`src/rtl/ntt_pkg.sv`:
```
// Shared constants and FSM state encoding for the BRAM read streamer.
package ntt_pkg;

  localparam int unsigned ADDR_W_DEF = 9;
  localparam int unsigned DATA_W_DEF = 18;

  typedef enum logic [1:0] {
    ST_IDLE  = 2'd0,
    ST_RUN   = 2'd1,
    ST_DRAIN = 2'd2
  } stream_state_t;

endpackage

```
`src/rtl/bram_rd_streamer_if.sv`:
```
// Downstream valid/ready word stream leaving the BRAM read streamer.
interface bram_rd_streamer_if
  import ntt_pkg::*;
#(
  parameter int unsigned DATA_W = DATA_W_DEF
) ();

  logic [DATA_W-1:0] out_data;
  logic              out_valid;
  logic              out_ready;

  modport master (output out_data, output out_valid, input out_ready);
  modport slave  (input out_data, input out_valid, output out_ready);

endinterface

```
`src/rtl/stream_skid2.sv`:
```
// Two-entry in-order word buffer; slot0 is always the head presented downstream.
module stream_skid2
  import ntt_pkg::*;
#(
  parameter int unsigned DATA_W = DATA_W_DEF
) (
  input  logic              clk,
  input  logic              rst,
  input  logic              push,
  input  logic [DATA_W-1:0] push_data,
  input  logic              pop,
  output logic [DATA_W-1:0] head,
  output logic [1:0]        occ
);

  logic [DATA_W-1:0] slot0;
  logic [DATA_W-1:0] slot1;
  logic [1:0]        cnt;

  // Slot/occupancy update; the head only changes on pop or a push into an empty buffer.
  always_ff @(posedge clk) begin
    if (rst) begin
      slot0 <= '0;
      slot1 <= '0;
      cnt   <= 2'd0;
    end else begin
      case (cnt)
        2'd0: begin
          if (push) begin
            slot0 <= push_data;
            cnt   <= 2'd1;
          end
        end
        2'd1: begin
          if (push && pop) begin
            slot0 <= push_data;
          end else if (push) begin
            slot1 <= push_data;
            cnt   <= 2'd2;
          end else if (pop) begin
            cnt <= 2'd0;
          end
        end
        2'd2: begin
          // A push without a pop here is prevented by the issuer's credit check.
          if (pop) begin
            slot0 <= slot1;
            if (push) begin
              slot1 <= push_data;
            end else begin
              cnt <= 2'd1;
            end
          end
        end
        default: cnt <= 2'd0;
      endcase
    end
  end

  assign head = slot0;
  assign occ  = cnt;

endmodule

```
`src/rtl/bram_rd_streamer.sv`:
```
// Streams a burst of consecutive BRAM words onto a valid/ready interface.
// Optional feature macro: BRAM_RD_STREAMER_BITREV_EN adds a bitrev input that
// selects bit-reversed (XOR base) address order for the burst.
module bram_rd_streamer
  import ntt_pkg::*;
#(
  parameter int unsigned ADDR_W = ADDR_W_DEF,
  parameter int unsigned DATA_W = DATA_W_DEF
) (
  input  logic              clk,
  input  logic              rst,
  input  logic              start,
  input  logic [ADDR_W-1:0] base_addr,
  input  logic [ADDR_W-1:0] len_m1,
`ifdef BRAM_RD_STREAMER_BITREV_EN
  input  logic              bitrev,
`endif
  output logic [ADDR_W-1:0] rd_addr,
  input  logic [DATA_W-1:0] rd_dout,
  bram_rd_streamer_if.master out,
  output logic              busy,
  output logic              done
);

  stream_state_t     state;
  stream_state_t     state_nxt;
  logic [ADDR_W-1:0] base_q;
  logic [ADDR_W-1:0] len_q;
  logic [ADDR_W-1:0] cnt;
  logic [ADDR_W-1:0] last_addr;
  logic [ADDR_W-1:0] issue_addr;
  logic              inflight;
  logic              issue;
  logic              pop;
  logic              valid;
  logic [1:0]        occ;
  logic [2:0]        load;
  logic [DATA_W-1:0] head;

`ifdef BRAM_RD_STREAMER_BITREV_EN
  logic bitrev_q;

  function automatic logic [ADDR_W-1:0] bit_reverse(input logic [ADDR_W-1:0] v);
    logic [ADDR_W-1:0] r;
    for (int i = 0; i < int'(ADDR_W); i++) begin
      r[i] = v[int'(ADDR_W) - 1 - i];
    end
    return r;
  endfunction
`endif

  assign valid = (occ != 2'd0);
  assign pop   = valid & out.out_ready;
  // Words held or owed to the buffer once this cycle's pop leaves.
  assign load  = 3'(occ) + 3'(inflight) - 3'(pop);
  assign busy  = (state != ST_IDLE);

  assign out.out_valid = valid;
  assign out.out_data  = head;

  // State register.
  always_ff @(posedge clk) begin
    if (rst) begin
      state <= ST_IDLE;
    end else begin
      state <= state_nxt;
    end
  end

  // Next state, read-issue decision and end-of-burst pulse.
  always_comb begin
    state_nxt = state;
    issue     = 1'b0;
    done      = 1'b0;
    case (state)
      ST_IDLE: begin
        if (start) begin
          state_nxt = ST_RUN;
        end
      end
      ST_RUN: begin
        issue = (load <= 3'd1);
        if (issue && (cnt == len_q)) begin
          state_nxt = ST_DRAIN;
        end
      end
      ST_DRAIN: begin
        if (load == 3'd0) begin
          state_nxt = ST_IDLE;
          done      = pop & ~rst;
        end
      end
      default: state_nxt = ST_IDLE;
    endcase
  end

  // Burst parameters, issue counter, in-flight flag and last issued address.
  always_ff @(posedge clk) begin
    if (rst) begin
      base_q    <= '0;
      len_q     <= '0;
      cnt       <= '0;
      inflight  <= 1'b0;
      last_addr <= '0;
`ifdef BRAM_RD_STREAMER_BITREV_EN
      bitrev_q  <= 1'b0;
`endif
    end else begin
      inflight <= issue;
      if ((state == ST_IDLE) && start) begin
        base_q   <= base_addr;
        len_q    <= len_m1;
        cnt      <= '0;
`ifdef BRAM_RD_STREAMER_BITREV_EN
        bitrev_q <= bitrev;
`endif
      end else if (issue) begin
        cnt <= cnt + ADDR_W'(1);
      end
      if (issue) begin
        last_addr <= issue_addr;
      end
    end
  end

  // Read address: current issue address, otherwise hold the last one issued.
  always_comb begin
    issue_addr = base_q + cnt;
`ifdef BRAM_RD_STREAMER_BITREV_EN
    if (bitrev_q) begin
      issue_addr = base_q ^ bit_reverse(cnt);
    end
`endif
    rd_addr = issue ? issue_addr : last_addr;
  end

  stream_skid2 #(
    .DATA_W(DATA_W)
  ) u_skid (
    .clk      (clk),
    .rst      (rst),
    .push     (inflight),
    .push_data(rd_dout),
    .pop      (pop),
    .head     (head),
    .occ      (occ)
  );

endmodule

```
`src/flat_wrapper.sv`:
```
// flat-port wrapper written by rule: the top's interface ports become plain ports
module bram_rd_streamer_flat import ntt_pkg::*;
#(
  parameter int unsigned ADDR_W = ADDR_W_DEF,
  parameter int unsigned DATA_W = DATA_W_DEF
)
  (clk, rst, start, base_addr, len_m1, rd_addr, rd_dout, busy, done, out_out_data, out_out_valid, out_out_ready);
  bram_rd_streamer_if #(.DATA_W(DATA_W)) out_i ();
  input  logic clk;
  input  logic rst;
  input  logic start;
  input  logic [ADDR_W-1:0] base_addr;
  input  logic [ADDR_W-1:0] len_m1;
  output logic [ADDR_W-1:0] rd_addr;
  input  logic [DATA_W-1:0] rd_dout;
  output logic busy;
  output logic done;
  output wire logic [$bits(out_i.out_data)-1:0] out_out_data;
  output wire logic [$bits(out_i.out_valid)-1:0] out_out_valid;
  input wire logic [$bits(out_i.out_ready)-1:0] out_out_ready;
  assign out_out_data = out_i.out_data;
  assign out_out_valid = out_i.out_valid;
  assign out_i.out_ready = out_out_ready;
  bram_rd_streamer #(.ADDR_W(ADDR_W), .DATA_W(DATA_W)) u_core (.clk(clk), .rst(rst), .start(start), .base_addr(base_addr), .len_m1(len_m1), .rd_addr(rd_addr), .rd_dout(rd_dout), .out(out_i), .busy(busy), .done(done));
endmodule
```
`config.mk`:
```
export PLATFORM = sky130hd
export DESIGN_NAME = bram_rd_streamer_flat
export DESIGN_NICKNAME = d
export VERILOG_FILES = /design/src/rtl/ntt_pkg.sv /design/src/rtl/bram_rd_streamer_if.sv /design/src/rtl/stream_skid2.sv /design/src/rtl/bram_rd_streamer.sv /design/src/flat_wrapper.sv
export SDC_FILE = /design/constraint.sdc
export NUM_CORES = 1
export LEC_CHECK = 0
export CAP_MARGIN = 20
export CORE_ASPECT_RATIO = 1.5
export CORE_UTILIZATION = 40
export DETAILED_ROUTE_END_ITERATION = 8
export PLACE_DENSITY = 0.64
export SLEW_MARGIN = 20
export SYNTH_ARGS = -nofsm -noshare
export SYNTH_HDL_FRONTEND = slang
export SYNTH_SLANG_ARGS = --single-unit
```
`constraint.sdc`:
```
create_clock -name clk -period 4.35 [get_ports clk]
set_input_delay 0.87 -clock clk [delete_from_list [all_inputs] [get_ports clk]]
set_output_delay 0.87 -clock clk [all_outputs]
set_load 0.01 [all_outputs]
```
==> results of run 1 <==
sequential cells by signal, indices dropped and copies added (netlist names), 2 cells and up:
signal,cells
u_core.u_skid.slot1,18
u_core.u_skid.occ,2
u_core.len_q,9
u_core.last_addr,9
u_core.cnt,9
u_core.base_q,9
u_core.state,2
u_core.u_skid.head,18
critical path, delay by kind of cell (launching register included):
kind | cells | cell delay (ns)
xor gates and xnor gates | 1 | 0.11
adders and majority gates | 2 | 0.64
buffers and inverters | 4 | 0.91
DFF | 1 | 0.35
muxes | 1 | 0.09
and+or+nand+nor | 6 | 0.85
layout make-up:
class	count	share of cell area [%]
Multi-Input combinational cell	303	41.1
Clock inverter	4	1.01
Clock buffer	11	5.36
Inverter	7	0.557
Timing Repair Buffer	81	16.3
Sequential cell	77	32.7
Tap cell	110	2.92
layer usage:
layer  part of all wire [%]  track usage [%]  up-vias
li1                       -                -     1546
met1                     41             19.9     1442
met2                     53             34.1       53
met3                    3.5             4.65       14
met4                    2.1             8.64        0
met5                      0                0        -
synth_stat cells, types with 6 or more instances:
cell type,n
a211oi_1,19
a21oi_1,32
clkbuf_1,10
dfxtp_1,77
ha_1,10
inv_1,7
mux2i_1,38
nand2_1,54
nand2b_1,6
nand3_1,6
nor2_1,53
nor2b_1,10
o21ai_0,12
xnor2_1,14
cells by family (layout without fill, tap and decap cells):
| family | Yosys count | after routing | share of synthesized area, % |
|---|---|---|---|
| fa+ha+maj | 12 | 12 | 4.59 |
| buf+inv | 28 | 103 | 3.62 |
| flops | 77 | 77 | 42.9 |
| simple gates | 157 | 157 | 20.0 |
| mux | 40 | 40 | 11.3 |
| compound gates | 74 | 74 | 12.5 |
| xor+xnor | 20 | 20 | 5.08 |
report_power, final:
part	total (mW)	leakage [nW]	internal (mW)	switching, mW
Sequential	0.779	0.626	0.750	0.0296
Combinational	0.320	1.25	0.166	0.154
Clock	0.754	0.147	0.470	0.284
Total	1.85	2.03	1.39	0.468
final timing paths:
check,from,to,depth (start not counted)
min,u_core.base_q[0],u_core.base_q[0],2
min reg2reg,u_core.base_q[0],u_core.base_q[0],2
max,u_core.u_skid.occ[0],rd_addr[6],14
max reg2reg,u_core.u_skid.occ[0],u_core.last_addr[3],11
timing repair:
item / CTS / global route
resized for setup: 5 / 4
hold endpoints to repair: 0 / 0
setup endpoints to repair: 10 / 7
==> results_dict.tcl, run 1 <==
set metrics [dict create \
    drc 0 \
    syn_to_final_growth_pct 31.1 \
    drive_gt1_share_pct 8.90 \
    place_inst 578 \
    dr.pass1.iters 4 \
    die_y_um 118 \
    fmaxAchievable_mhz 240 \
    hp-class "reg2reg" \
    yosysSeqAreaShare_pct 42.9 \
    leakagePower_nw 2.03 \
    setup_viol 0 \
    worstMarginPinSlew_ns 0.721 \
    multi_input_area_sq_um 1940 \
    synthesis.area_sq_um 3590 \
    fin_area_sq_um 4710 \
    ctsHoldBuffers 0 \
    p_total_mw 1.85 \
    cp_max_fo 14 \
    async_reset_ff_share_pct 0 \
    final_common_cell "dfxtp_1" \
    worstSkewPairLatency_ns 0.33 \
    avgSynthCellArea_sq_um 8.81 \
    worst_path_largest_cell_delay_ns 0.52 \
    synth_edf_count 0 \
    worst_clock_skew_ns 0.00566 \
    num-fill-cells 846 \
    synth.largest_area_cell "dfxtp_1" \
    path_cells "or2_2 -> nand2_2 -> xnor2_2 -> ha_1 -> inv_1 -> fa_1 -> and3b_2 -> nand2_2 -> buf_4 -> buf_4 -> nor2_1 -> mux2i_1 -> nand2_1 -> clkdlybuf4s50_1" \
    drt-initial-drc-count 142 \
    syn-num-nets 460 \
    track_usage_pct 18.8 \
    cts_made_buffers 9 \
    drv_cap 0 \
    period_needed_ns 4.18 \
    grt_pass1_wl_um 13700 \
    hold_violations 0 \
    root_buffer "clkbuf_16" \
    finalSetupTns_ns 0 \
    vias 3055 \
    ios 70 \
    gp_congestion 0.781 \
    whs_ns 0.459 \
    drv_slew 0 \
    netlist.area_leader.share_pct 42.9 \
    htree_num_levels 3 \
    grt_pass1_vias 3007 \
    drt-vias-per-instance 5.15 \
    start_kind "register" \
    synth_seq_cells 77 \
    io_buffers 69 \
    path_clk_slew_ns 0.06 \
    outcome "finished, final reports clean" \
    power_density_nw_per_um2 393 \
    yosysWarnings 0 \
    clock_path_buffers 2 \
    synthFlopType "dfxtp_1" \
    layout_common_cells "77 x dfxtp_1, 65 x clkdlybuf4s50_1, 53 x nor2_1, 53 x nand2_1, 38 x mux2i_1" \
    grt_max_degree 70 \
    utilization_pct 53.7 \
    final_cells 593 \
    rsz0062_at_grt "false" \
    start_util_pct 41.0 \
    fin_nets 531 \
    peakVddDrop_mv 0.225 \
    setup_slack_ns 0.175 \
    r2r_slack_ns 1.64 \
    antenna_found_initial 0 \
    clkSinkCount 77 \
    critPathKind "reg2out" \
    seqCellArea_sq_um 1540 \
    wl_um 8130 \
    worstSetupEndpointType "output port" \
    synth_cells 408 \
    diodes 0 \
    pre_cts_ws_ns -0.337 \
    ys_types 45 \
    dieArea_sq_um 9380 \
    dp_hpwl_um 5610 \
    worst_path_max_delay_cell "clkdlybuf4s50_1" \
    cts_setup_buffers 0 \
    cp.arrival_ns 3.31 \
    row_count 42 \
    cts_tree "done" \
    placed_area_sq_um 4400 \
    required_ns 3.48 \
    drtAntennaViolNets 0 \
    synth_area_leaders "dfxtp_1 43%, mux2i_1 11%, nand2_1 5.6%, nor2_1 5.5%, a21oi_1 4.5%" \
    core_region_area_sq_um 8780 \
    timing.final.crit_share_pct 96.0 \
    die_x_um 79.4 \
    wire_per_inst_um 13.7 \
    grt-ovfl-total 0 \
    relSlewSlack_pct 51.9 \
]
No activity file was read; power rests on OpenSTA's default activity.
==> run 2, diff against run 1 <==
Settings changed: CAP_MARGIN 20 to unset, CTS_CLUSTER_SIZE set to 25, GPL_TIMING_DRIVEN set to 0.
==> run 2 against run 1 <==
Against the previous run:
- total power decreased by 3.9%
- first-iteration DRC count is 1.4% higher
- sequential cell count stayed put
- register-to-register slack got worse by 0.13 ns
- combinational power up 3%
- die area unchanged
- utilization hardly changed
- non-clock buffer count grew 9
- clock skew decreased by 0.0015 ns
- critical path type is now in2out
==> results_dict.tcl, run 2 (synthesis results as in run 1) <==
set metrics [dict create \
    outcome "finished, final reports clean" \
    gp_congestion 0.784 \
    htree_num_levels 3 \
    cp_max_fo 10 \
    fmaxAchievable_mhz 238 \
    hp-class "reg2reg" \
    drv_cap 0 \
    row_count 42 \
    period_needed_ns 4.20 \
    die_x_um 79.4 \
    final_common_cell "dfxtp_1" \
    ctsHoldBuffers 0 \
    cts_tree "done" \
    clock_path_buffers 2 \
    vias 3053 \
    drv_slew 0 \
    multi_input_area_sq_um 1930 \
    worstSetupEndpointType "output port" \
    grt_pass1_wl_um 14200 \
    relSlewSlack_pct 60.0 \
    worstMarginPinSlew_ns 0.600 \
    fin_nets 540 \
    min-delay-start "u_core.base_q[3]" \
    syn_to_final_growth_pct 31.0 \
    wl_um 8450 \
    wire_per_inst_um 14.0 \
    timing.final.crit_share_pct 96.6 \
    layout_common_cells "76 x dfxtp_1, 63 x clkdlybuf4s50_1, 53 x nor2_1, 53 x nand2_1, 38 x mux2i_1" \
    path_clk_slew_ns 0.06 \
    worstSkewPairLatency_ns 0.33 \
    dieArea_sq_um 9380 \
    placed_area_sq_um 4410 \
    p_total_mw 1.78 \
    start_util_pct 41.0 \
    fin_area_sq_um 4710 \
    diodes 0 \
    core_region_area_sq_um 8780 \
    cp.arrival_ns 3.33 \
    die_y_um 118 \
    start_kind "input pin" \
    drt-vias-per-instance 5.07 \
    ios 70 \
    drc 0 \
    drtAntennaViolNets 0 \
    critPathKind "in2out" \
    power_density_nw_per_um2 378 \
    required_ns 3.48 \
    hold_violations 0 \
    antenna_found_initial 0 \
    grt_pass1_vias 2989 \
    rsz0062_at_grt "false" \
    clkSinkCount 77 \
    drive_gt1_share_pct 8.13 \
    peakVddDrop_mv 0.293 \
    leakagePower_nw 2.04 \
    worstSetupStartpoint "out_out_ready" \
    worst_clock_skew_ns 0.00416 \
    dr.pass1.iters 5 \
    root_buffer "clkbuf_16" \
    grt-ovfl-total 0 \
    drt-initial-drc-count 144 \
    setup_viol 0 \
    io_buffers 68 \
    track_usage_pct 19.6 \
    dp_hpwl_um 6180 \
    grt_max_degree 13 \
    num-fill-cells 813 \
    seqCellArea_sq_um 1540 \
    cts_made_buffers 9 \
    r2r_start "u_core.u_skid.occ[1]" \
]
-- run 2: cell count changes in the layout (fill, tap and decap cells not counted), moves of 2 or more --
cell             previous run  this run
buf_1                       0         2
clkbuf_1                    0        10
buf_4                      12         4
dlymetal6s2s_1              0         2
clkinv_2                    2         4
buf_6                       0         2
clkdlybuf4s50_1            65        63
buf_2                       1         4
-- run 2: worst paths after layout --
path | depth (start not counted) | slack (ns) | to
setup / recovery | 13 | 0.15 | rd_addr[8]
hold / removal | 2 | 0.46 | u_core.base_q[3]
hold reg to reg | 2 | 0.46 | u_core.base_q[3]
setup reg to reg | 11 | 1.51 | u_core.cnt[8]
-- run 2: final cells by class --
cell class	instances	area share [%]
Sequential cell	77	32.7
Clock buffer	10	5.07
Clock inverter	5	0.584
Inverter	7	0.558
Multi-Input combinational cell	303	41.1
Buffer	21	2.34
Timing Repair Buffer	69	14.7
Tap cell	110	2.92
-- run 2: repair_timing --
action,in CTS,in global routing
gates cloned,0,0
gates resized for setup,11,4
endpoints found under the setup margin,10,4
setup buffers,0,1
pin swaps,0,3
-- run 2: metrics by stage --
stage | hold slack, ns | util (%) | worst slack, ns | TNS (ns) | instances
after floorplan | 0.440 | - | 0.729 | 0 | 408
after global placement | 0.447 | 50.3 | -0.529 | -3.11 | 586
after detailed placement | 0.453 | 50.3 | -0.555 | -3.20 | 586
after CTS | 0.461 | 53.5 | 0.0485 | 0 | 601
after global routing | 0.473 | 53.7 | 0.0128 | 0 | 602
final | 0.458 | 53.7 | 0.147 | 0 | 602
-- run 2: layer usage --
metal  up-vias  GRT usage, %  share of wire [%]
met2        65          35.2                 52
met4         0          7.73                2.0
met3        14          3.33                3.6
met1      1408          22.4                 42
li1       1566             -                  -
met5         -             0                  0
-- run 2: power by group --
part	total [mW]	internal, mW	leakage (nW)	switching (mW)
Sequential	0.778	0.750	0.627	0.0284
Combinational	0.331	0.165	1.28	0.166
Clock	0.672	0.394	0.134	0.279
-- run 2: critical path, stage by stage --
cell and delay (ns):
clkdlybuf4s15_2 0.22, nand2_2 0.08, xnor2_1 0.14, ha_1 0.16, inv_1 0.05, fa_1 0.40, xnor2_2 0.31, and2_4 0.22
buf_6 0.15, nand3_1 0.08, or3_1 0.34, nand3_1 0.08, clkdlybuf4s15_1 0.23
